File: src/rtl/trigger_event_sequencer.sv
// Trigger qualification, edge acceptance and per-event acquisition sequencing.
// Emits one descriptor word per accepted trigger and one per aborted event.
module trigger_event_sequencer #(
  parameter int G_CHANNELS    = 8,
  parameter int G_FIFO_DEPTH  = 16384,
  parameter int G_CNT_WIDTH   = 15,
  parameter int G_SPE_WIDTH   = 32,
  parameter int G_EVNUM_WIDTH = 14,
  parameter int G_DATA_WIDTH  = 18,
  localparam int MAJ_W = $clog2(G_CHANNELS + 1)
) (
  input  logic                     Clock,
  input  logic                     Reset_N,
  input  logic                     Ctrl_Enable,
  input  logic                     Ctrl_Abort,
  input  logic [G_EVNUM_WIDTH-1:0] Ctrl_EventNum,
  input  logic [G_SPE_WIDTH-1:0]   Ctrl_SamplesPerEvent,
  input  logic [2:0]               Ctrl_TriggerSelect,
  input  logic [MAJ_W-1:0]         Ctrl_Majority,
  input  logic [G_CHANNELS-1:0]    TRG_ChannelMask,
  input  logic [G_CHANNELS-1:0]    TRG_Detect_Vector,
  input  logic                     EXT_TriggerInput,
  input  logic                     SW_Trigger,
  input  logic [G_CNT_WIDTH-1:0]   Fifo_WrCount,
  input  logic                     Fifo_AFull,
  output logic                     Acq_Run,
  output logic                     Event_We,
  output logic [G_DATA_WIDTH-1:0]  Event_Data,
  output logic                     Trigger_Out,
  output logic                     Busy,
  output logic                     NotFree,
  output logic                     Done,
  output logic [G_EVNUM_WIDTH-1:0] Event_Count
);

  localparam int NF_W = G_CNT_WIDTH + G_SPE_WIDTH + 1;

  typedef enum logic [1:0] {IDLE, ARMED, ACQUIRE, DONE} state_t;

  state_t                   state_reg, state_next;
  logic [G_SPE_WIDTH-1:0]   rem_reg, rem_next;
  logic [G_EVNUM_WIDTH-1:0] count_reg, count_next, count_inc;
  logic [G_DATA_WIDTH-1:0]  data_reg, data_next, desc_ok, desc_abort;
  logic                     trig_out_reg, trig_out_next;
  logic                     we_reg, we_next;
  logic                     block_reg, block_next;
  logic                     trig_q_reg, trig_d_reg;
  logic                     notfree_reg;

  logic [G_CHANNELS-1:0]    masked;
  logic [MAJ_W-1:0]         pop, maj_eff;
  logic                     qualified, trig_edge;
  logic [G_SPE_WIDTH-1:0]   spe_eff;
  logic [NF_W-1:0]          need_words;
  logic [15:0]              cnt16;

  assign masked  = TRG_Detect_Vector & TRG_ChannelMask;
  assign maj_eff = (Ctrl_Majority == '0) ? MAJ_W'(1) : Ctrl_Majority;
  assign spe_eff = (Ctrl_SamplesPerEvent == '0) ? G_SPE_WIDTH'(1) : Ctrl_SamplesPerEvent;

  always_comb begin
    pop = '0;
    for (int i = 0; i < G_CHANNELS; i++) pop = pop + MAJ_W'(masked[i]);
  end

  always_comb begin
    qualified = 1'b0;
    case (Ctrl_TriggerSelect)
      3'd0: qualified = EXT_TriggerInput;
      3'd1: qualified = |masked;
      3'd2: qualified = (TRG_ChannelMask != '0) && (masked == TRG_ChannelMask);
      3'd3: qualified = (pop >= maj_eff);
      3'd4: qualified = SW_Trigger;
      default: qualified = 1'b0;
    endcase
  end

  assign trig_edge = trig_q_reg & ~trig_d_reg;

  // Wide enough that WrCount + SPE can never overflow, so no wrap is possible.
  assign need_words = NF_W'(Fifo_WrCount) + NF_W'(spe_eff);

  // Descriptor count field is always 16 bits: zero-extend or truncate the counter.
  genvar gi;
  generate
    for (gi = 0; gi < 16; gi++) begin : g_cnt16
      if (gi < G_EVNUM_WIDTH) begin : g_bit
        assign cnt16[gi] = count_reg[gi];
      end else begin : g_zero
        assign cnt16[gi] = 1'b0;
      end
    end
  endgenerate

  always_comb begin
    desc_ok = '0;
    desc_ok[15:0] = cnt16;
    desc_ok[G_DATA_WIDTH-1 -: 2] = 2'b01;
    desc_abort = '0;
    desc_abort[15:0] = cnt16;
    desc_abort[G_DATA_WIDTH-1 -: 2] = 2'b10;
  end

  assign count_inc = count_reg + G_EVNUM_WIDTH'(1);

  always_comb begin
    state_next    = state_reg;
    rem_next      = rem_reg;
    count_next    = count_reg;
    data_next     = data_reg;
    trig_out_next = 1'b0;
    we_next       = 1'b0;
    block_next    = block_reg & Ctrl_Enable;
    case (state_reg)
      IDLE: begin
        if (Ctrl_Enable && !Ctrl_Abort && !block_reg) begin
          state_next = ARMED;
          count_next = '0;
        end
      end
      ARMED: begin
        if (Ctrl_Abort || !Ctrl_Enable) begin
          state_next = IDLE;
        end else if (trig_edge && !notfree_reg && !Fifo_AFull) begin
          state_next    = ACQUIRE;
          rem_next      = spe_eff - G_SPE_WIDTH'(1);
          trig_out_next = 1'b1;
          we_next       = 1'b1;
          data_next     = desc_ok;
        end
      end
      ACQUIRE: begin
        if (Ctrl_Abort) begin
          state_next = IDLE;
          we_next    = 1'b1;
          data_next  = desc_abort;
        end else if (rem_reg == '0) begin
          count_next = count_inc;
          if ((Ctrl_EventNum != '0) && (count_inc == Ctrl_EventNum)) state_next = DONE;
          else state_next = ARMED;
        end else begin
          rem_next = rem_reg - G_SPE_WIDTH'(1);
        end
      end
      DONE: begin
        state_next = IDLE;
        // Re-arming waits until Enable has been seen low at least once.
        block_next = Ctrl_Enable;
      end
      default: state_next = IDLE;
    endcase
  end

  always_ff @(posedge Clock) begin
    if (!Reset_N) begin
      state_reg    <= IDLE;
      rem_reg      <= '0;
      count_reg    <= '0;
      data_reg     <= '0;
      trig_out_reg <= 1'b0;
      we_reg       <= 1'b0;
      block_reg    <= 1'b0;
      trig_q_reg   <= 1'b0;
      trig_d_reg   <= 1'b0;
      notfree_reg  <= 1'b0;
    end else begin
      state_reg    <= state_next;
      rem_reg      <= rem_next;
      count_reg    <= count_next;
      data_reg     <= data_next;
      trig_out_reg <= trig_out_next;
      we_reg       <= we_next;
      block_reg    <= block_next;
      trig_q_reg   <= qualified;
      trig_d_reg   <= trig_q_reg;
      notfree_reg  <= (need_words > NF_W'(G_FIFO_DEPTH));
    end
  end

  assign Acq_Run     = (state_reg == ACQUIRE);
  assign Busy        = (state_reg != IDLE);
  assign Done        = (state_reg == DONE);
  assign Event_We    = we_reg;
  assign Event_Data  = data_reg;
  assign Trigger_Out = trig_out_reg;
  assign NotFree     = notfree_reg;
  assign Event_Count = count_reg;

endmodule

File: config.mk
export PLATFORM = sky130hd
export DESIGN_NAME = trigger_event_sequencer
export DESIGN_NICKNAME = d
export VERILOG_FILES = /design/src/rtl/trigger_event_sequencer.sv
export SDC_FILE = /design/constraint.sdc
export NUM_CORES = 1
export LEC_CHECK = 0
export CAP_MARGIN = 20
export CORE_MARGIN = 8
export CORE_UTILIZATION = 53
export CTS_CLUSTER_DIAMETER = 150
export DETAILED_ROUTE_END_ITERATION = 8
export PLACE_DENSITY_LB_ADDON = 0.05
export SLEW_MARGIN = 20
export SYNTH_ARGS = -nofsm -noshare
export SYNTH_HDL_FRONTEND = slang
export SYNTH_SLANG_ARGS = --single-unit
File: constraint.sdc
create_clock -name Clock -period 5.7 [get_ports Clock]
set_input_delay 0.57 -clock Clock [delete_from_list [all_inputs] [get_ports Clock]]
set_output_delay 0.57 -clock Clock [all_outputs]
set_load 0.1 [all_outputs]
**After elaboration in Yosys (flattened, before gate mapping)**

Cells that the tools add are included.

- Output and inout bits: 38
- Flip-flop bits (word level): 72
- Logic and storage cells: 101
- Bits of input ports: 91

- Bitwise gates (word level): 4
- Reductions and logical operators: 28
- Add/subtract/negate cells: 11
- Equal/unequal tests: 18
- Multiplexer cells: 28
- Order comparisons: 2

Operators with widths:

| operator | number |
|---|---|
| 32-bit two-way mux | 5 |
| 32-bit logical NOT | 2 |
| 32-bit case mux with 2 select lines | 1 |
| 32-bit by 1-bit subtractor with 32-bit output, second input constant | 2 |
| 18-bit two-way mux | 3 |
| 14-bit two-way mux | 3 |
| 18-bit case mux with 2 select lines | 1 |
| 15-bit by 32-bit adder with 33-bit output | 1 |
| 33-bit by 15-bit > comparator with 1-bit output, second input constant | 1 |
| 14-bit case mux with 2 select lines | 1 |
| 4-bit by 1-bit adder with 4-bit output | 4 |
| 14-bit by 1-bit adder with 14-bit output, second input constant | 1 |
| 14-bit == test | 1 |
| 14-bit nonzero test | 1 |
| 2-bit two-way mux | 6 |
| 2-bit != test, second input constant | 6 |
| 8-bit bitwise AND | 1 |
| 8-bit == test | 1 |
| 2-bit case mux with 4 select lines | 1 |
| 4-bit AND reduction | 2 |
| 8-bit nonzero test | 1 |
| 8-bit OR reduction | 1 |
| 3-bit by 2-bit == test with 1-bit output, second input constant | 2 |
| 1-bit logical AND | 6 |
| other kinds (26) | 37 |

**Longest topological paths before layout**

Gate-level depths: netlist of the first run.

- Word-level depth: 10
- Depth in mapped cells: 18
- Gate-level depth less buffers: 15

**Worst setup path after synthesis of the first run**

Ideal clock, no wire load.

- Path kind: register to register
- Start: register state_reg[0]
- End: register rem_reg[26]
- Setup time: 0.115 ns
- Arrival: 5.172 ns
- Stages on the path, launching flop included: 19
- Data required time: 5.585 ns
- Path slack: 0.413 ns
- Buffers on the path: 7
- Clock period less this slack: 5.287 ns
- Cell sequence: dfxtp_1 > inv_1 > ha_1 > buf_4 > buf_2 > buf_2 > buf_2 > clkbuf_1 > clkbuf_1 > buf_1 > mux2i_1 > ha_1 > o221ai_1 > nor2_2 > nand3b_4 > or4b_4 > nand2b_1 > mux2i_1 > o21a_1

- Cells in the longest elaborated chain, start to end: 3
- Elaborated cells between the ends (all ways): 9
- Classes of those cells: 6 x eq/ne; 1 x mux; 2 x reduce/logical

RTL lines:

| item | RTL line | RTL |
|---|---|---|
| start: declaration | 40 | `state_t state_reg, state_next;` |
| start signal: assignment | 167 | `state_reg <= state_next;` |
| 2-bit == test (*) | - |  |
| net Acq_Run | 26 | `output logic Acq_Run,` |
| 2-bit != test (no source line) / 2-bit nonzero test (equally long branches) | - |  |
| 5-bit AND reduction (no source line) | - |  |
| end signal: assignment | 168 | `rem_reg <= rem_next;` |
| end: declaration | 41 | `logic [G_SPE_WIDTH-1:0] rem_reg, rem_next;` |

The timed path passes the listed nets; every way through them passes the cells marked *.
A chain may end at the register's enable or synchronous reset.

**Final worst setup path of the first run**

- Start: input Ctrl_SamplesPerEvent[26]
- End: register notfree_reg (netlist: NotFree)

- Cells in the longest elaborated chain, start to end: 4

RTL lines:

| item | RTL line | RTL |
|---|---|---|
| start: declaration | 17 | `input logic [G_SPE_WIDTH-1:0] Ctrl_SamplesPerEvent,` |
| 32-bit logical NOT | 59 | `assign spe_eff = (Ctrl_SamplesPerEvent == '0) ? G_SPE_WIDTH'(1) : Ctrl_SamplesPerEvent;` |
| 32-bit two-way mux (*) | 59 |  |
| 15-bit by 32-bit adder with 33-bit output (*) | 81 | `assign need_words = NF_W'(Fifo_WrCount) + NF_W'(spe_eff);` |
| 33-bit by 15-bit > comparator with 1-bit output (*) | 176 | `notfree_reg <= (need_words > NF_W'(G_FIFO_DEPTH));` |
| end signal: assignment | 176 |  |
| end: declaration | 48 | `logic notfree_reg;` |

Mark *: on every way between the ends. The rest lies on a longest branch, timed or not.

==> results of run 1 <==
## cells in the final DEF, fill, tap and decap left out, drive strengths merged, types with 31 or more instances in the layout
cell	instances
clkdlybuf4s50	126
nand2	82
nor2	86
a21oi	67
inv	31
nor3	50
dfxtp	70
mux2i	36
o21ai	43
## final timing paths
kind / from / endpoint / slack, ps / cells past startpoint
worst max-delay path: Ctrl_SamplesPerEvent[26] / NotFree$_SDFF_PN0_ / 1150 / 14
worst min-delay path: trig_q_reg$_SDFF_PN0_ / trig_d_reg$_SDFF_PN0_ / 460 / 1
worst max register to register: state_reg[0]$_SDFFE_PN0P_ / rem_reg[27]$_SDFFE_PN0P_ / 1790 / 11
worst min register to register: trig_q_reg$_SDFF_PN0_ / trig_d_reg$_SDFF_PN0_ / 460 / 1
## cell type report
type | count | area (sq um) | share of cell area [%]
multi-input cells | 719 | 4682 | 58.33
flip-flops and latches | 70 | 1401 | 17.46
repair buffers | 134 | 1321 | 16.46
clock buffers | 9 | 225.2 | 2.806
well taps | 147 | 183.9 | 2.291
inverters | 31 | 116.4 | 1.450
clock inverters | 7 | 96.34 | 1.200
## metrics by stage
step | cell area, sq um | worst slack [ps] | power [uW]
2_1_floorplan | 6539 | 413.0 | 768.6
3_3_place_gp | 7697 | 1006 | 903.4
3_5_place_dp | 7697 | 887.9 | 910.5
4_1_cts | 8019 | 1232 | 1517
5_1_grt | 8026 | 962.2 | 1582
6_report | 8026 | 1149 | 1517
## per-layer routing
layer | share of wire (%) | vias to the layer above
li1 | - | 3382
met1 | 39 | 3286
met2 | 49 | 372
met3 | 7.9 | 61
met4 | 4.2 | 0
met5 | 0 | -
## logic make-up (layout without fill, tap and decap cells)
family                     count (synthesis)  in the layout  share of synthesized area, %
other                                      1              2                       0.05738
muxes                                     48             48                         7.582
AOI/OAI and AO/OA                        226            226                         22.25
buffers and inverters                    109            181                         7.333
DFF                                       70             70                         21.44
adders and majority gates                 34             34                         7.084
xor gates and xnor gates                  47             47                         6.299
and+or+nand+nor                          362            362                         27.95
## power groups by stage
stage | Sequential [uW] | Clock, uW | Combinational, uW
after floorplan | 521 | 0 | 247
after global placement | 511 | 0 | 392
after detailed placement | 512 | 0 | 399
after CTS | 501 | 614 | 402
after global routing | 501 | 636 | 444
final | 501 | 609 | 407
==> impl_metrics.ini, run 1 <==
[status]
status = finished, final reports clean

[flow_run]
drv_cap = 0

[setup_path]
worstPathCellList = clkdlybuf4s50_1 > nor4_1 > nand4_1 > o21ai_0 > ha_1 > fa_1 > a21o_1 > a221oi_1 > o31a_1 > o311ai_1 > a21oi_1 > and4b_1 > nor4b_1 > a41oi_1
crit_arrival_ps = 4750
critical_path_buf_inv_count = 1
slowest_delay_ps = 620
startpoint_type = primary input
crit_type = in -> reg
cp_top_family = compound AO/OA/AOI/OAI gates
crit_required_ps = 5900
slowest_stage = clkdlybuf4s50_1
cp_max_fo = 11
cp-end-kind = flop

[power_and_ir_drop]
p_leak_uw = 0.002967
internal-power_uw = 1053
p_sw_share_pct = 30.61
ir_worst_vdd_mv = 0.1713
comb_power_share_pct = 26.8
p_seq_share_pct = 33.0
powerDensity_nw_per_um2 = 189.0
p_switching_uw = 464.4
pwr-share-clk_pct = 40.2

[sta]
timing.final.crit_period_ps = 4551
skew_ps = 8.726
period_share_pct = 79.84
tns_ps = 0
worstMarginPinSlew_ps = 1003
hold_ws_ps = 461.2
rsz0062_at_grt = no
slew_headroom_pct = 32.78
maxSlewViolCount = 0
setup_viol = 0
hold_viol_final = 0
fmax_mhz = 219.7

[floorplanning]
die-area_sq_um = 16140
fp.dieW_um = 127.0
rows = 40
die_h_um = 127.0
ios = 129
design.core.area_sq_um = 12010
initial_utilization_pct = 54.41

[synthesis]
synth.most_common_cell = nor2_1
yosysSeqAreaShare_pct = 21.44
yosys.area.top_type = dfxtp_1
synth-warning-count = 0
synthTopCellsByArea = dfxtp_1 21%, ha_1 5.6%, mux2i_1 5.5%
synth_area_per_cell_sq_um = 7.285
yosysUniqueCellTypes = 68
synth_top_area_share_pct = 21.44
ys_ff_latch = 70
synth.cell_area_sq_um = 6535
synth-edff-count = 0
synthFlopType = dfxtp_1
synth-async-reset-ratio_pct = 0
netlist_top_cells_count = 84 x nor2_1, 82 x nand2_1, 70 x dfxtp_1, 67 x a21oi_1, 54 x clkbuf_1
syn_inst = 897

[final_layout]
utilization_pct = 66.82
nFillCells = 1012
area.growth.synth_to_final_pct = 22.82
nNetsFinal = 1090
drive_gt1_share_pct = 5.876
num_antenna_cells = 0
final_cells = 1117
largest_register_ff_count = 32

[routing]
final_antenna_net_count = 0
wl_mm = 21.28
dr_total_vias = 7101
drt-pass1-iter-count = 6
drc = 0
first_iter_violations = 637
wire_per_inst_um = 19.05
via_per_inst = 6.357

[grt]
grt_max_degree = 72
antenna_found_initial = 0
grt_pass1_wl_mm = 34.49
use_met1_pct = 29.52
gr-total-overflow = 0
grt_pass1_vias = 7085
grtUsageMet3_pct = 5.158
use_met2_pct = 44.34
grt.busiest_layer = met2
grt_use_total_pct = 25.65

[place]
post-dp-hpwl_mm = 16.09
gp_congestion = 0.9202
placed_cells = 1101
io_buffers = 126

[worst_hold_path]
hold_class = reg -> reg

[clocking]
clock_latency_ps = 330
clk_pin_slew_ps = 60
cts_hold_buf = 0
htree_levels = 3
cts_made_buffers = 9
cts_tree = yes
cts_root_buf = clkbuf_16
cts_resized = 0
cts.sinks = 70
clk_path_buf_depth = 2
cts_setup_buffers = 0
No activity file was read; power rests on OpenSTA's default activity.
==> inputs of run 2 (changes only) <==
--- a/config.mk
+++ b/config.mk
@@ -7,7 +7,7 @@
 export LEC_CHECK = 0
 export CAP_MARGIN = 20
 export CORE_MARGIN = 8
-export CORE_UTILIZATION = 53
+export CORE_UTILIZATION = 48
 export CTS_CLUSTER_DIAMETER = 150
 export DETAILED_ROUTE_END_ITERATION = 8
 export PLACE_DENSITY_LB_ADDON = 0.05
==> constraint.sdc (replaced) <==
create_clock -name Clock -period 3.88 [get_ports Clock]
set_input_delay 0.388 -clock Clock [delete_from_list [all_inputs] [get_ports Clock]]
set_output_delay 0.388 -clock Clock [all_outputs]
set_load 0.1 [all_outputs]
==> impl_metrics.ini, run 2 (same netlist as run 1, synthesis figures left out) <==
[final_layout]
drive_gt1_share_pct = 12.56
area.growth.synth_to_final_pct = 31.40
nNetsFinal = 1147
stdcell_area_sq_um = 8587
final_cell_mix = 119 x clkdlybuf4s50_1, 84 x nor2_1, 79 x nand2_1
largest_register_ff_count = 32
num_antenna_cells = 0
final_common_cell = clkdlybuf4s50_1

[place]
gp_congestion = 0.9288
post-dp-hpwl_mm = 16.63
io_buffers = 126
dp_slack_ps = -522.5
placed_cell_area_sq_um = 8194

[clocking]
cts_hold_buf = 0
cts.sinks = 70
cts_tree = yes
cts_made_buffers = 9
clock_latency_ps = 340
clk_path_buf_depth = 2
cts_setup_buffers = 0
htree_levels = 3
cts_root_buf = clkbuf_16
clk_pin_slew_ps = 60

[power_and_ir_drop]
ir_worst_vdd_mv = 0.1813
p_sw_share_pct = 31.04
powerDensity_nw_per_um2 = 267.9
p_switching_uw = 714.0
p_leak_uw = 0.003322
comb_power_share_pct = 28.5
pwr-share-clk_pct = 39.5
internal-power_uw = 1586
p_seq_share_pct = 32.0

[sta]
setup_viol = 0
maxSlewViolCount = 0
hold_viol_final = 0
period_share_pct = 93.20
rsz0062_at_grt = yes
setup_ws_ps = 263.7
slew_headroom_pct = 32.86
skew_ps = 6.373
worstMarginPinSlew_ps = 1004
timing.final.crit_period_ps = 3616
fmax_mhz = 276.5

[routing]
dr_total_vias = 7205
drt-pass1-iter-count = 7
wire_per_inst_um = 18.04
first_iter_violations = 508
drc = 0
via_per_inst = 5.989
wl_mm = 21.70
final_antenna_net_count = 0

[flow_run]
drv_cap = 0

[grt]
grt_max_degree = 32
antenna_found_initial = 0
grt_use_total_pct = 23.58
grt_pass1_vias = 7076
grt_pass1_wl_mm = 34.85
gr-total-overflow = 0

[worst_hold_path]
hold_class = reg -> reg

[floorplanning]
ios = 129
initial_utilization_pct = 49.15
fp.dieW_um = 132.7
design.core.area_sq_um = 13300
die_h_um = 132.7
die-area_sq_um = 17600
rows = 42

[status]
status = finished, final reports clean

[setup_path]
cp-end-kind = flop
cp_max_fo = 2
crit_arrival_ps = 3820
startpoint_type = primary input
crit_type = in -> reg
crit_required_ps = 4080
==> run 2: power by group through the flow <==
stage          logic, uW  registers [uW]  clock network [uW]
3_5_place_dp         635             752                   0
6_report             655             736                 909
4_1_cts              642             736                 922
2_1_floorplan        367             766                   0
3_3_place_gp         622             751                   0
5_1_grt              711             737                 949
==> run 2: final timing paths <==
path | startpoint | endpoint | slack, ps | cells after the start
max | Ctrl_SamplesPerEvent[29] | NotFree$_SDFF_PN0_ | 260 | 14
min | trig_q_reg$_SDFF_PN0_ | trig_d_reg$_SDFF_PN0_ | 460 | 1
max reg2reg | state_reg[0]$_SDFFE_PN0P_ | rem_reg[29]$_SDFFE_PN0P_ | 340 | 10
min reg2reg | trig_q_reg$_SDFF_PN0_ | trig_d_reg$_SDFF_PN0_ | 460 | 1
==> run 2: metrics by stage <==
stage / util [%] / hold WS (ps) / total power [uW] / cells / setup TNS, ps
after floorplan: - / 421.1 / 1133 / 898 / 0
after global placement: 61.63 / 440.9 / 1373 / 1187 / -696.8
after detailed placement: 61.63 / 446.1 / 1387 / 1187 / -860.7
after CTS: 64.13 / 460.5 / 2300 / 1203 / 0
after global routing: 64.59 / 495.3 / 2397 / 1203 / -21.01
final: 64.59 / 455.8 / 2300 / 1203 / 0
==> run 2: critical path: stages <==
cell and delay (ps):
clkdlybuf4s50_1 470, nor4_2 320, buf_4 160, nand4_1 110, o21ai_2 220, ha_1 220, fa_1 420, nor2_1 230
nand4_1 110, nor4_1 250, nand4_1 120, or4_1 400, o31ai_1 260, a41oi_1 150
==> run 2: final cells by class <==
cell class | instances | area (sq um)
fillers | 1149 | 4708
well taps | 176 | 220.2
clock buffers | 9 | 225.2
flip-flops and latches | 70 | 1401
inverters | 31 | 116.4
clock inverters | 7 | 96.34
repair buffers | 191 | 1762
multi-input cells | 719 | 4766
==> run 2: repair_timing <==
item	in CTS	in global routing
gates resized for setup	6	14
pin swaps	3	6
hold endpoints to repair	0	0
endpoints found under the setup margin	2	2
==> run 2: per-layer routing <==
layer / share of wire [%] / vias up / global-route usage, %
li1: - / 3492 / -
met1: 42 / 3370 / 27.25
met2: 50 / 305 / 41.30
met3: 6.5 / 38 / 5.375
met4: 2.1 / 0 / 9.148
met5: 0 / - / 0
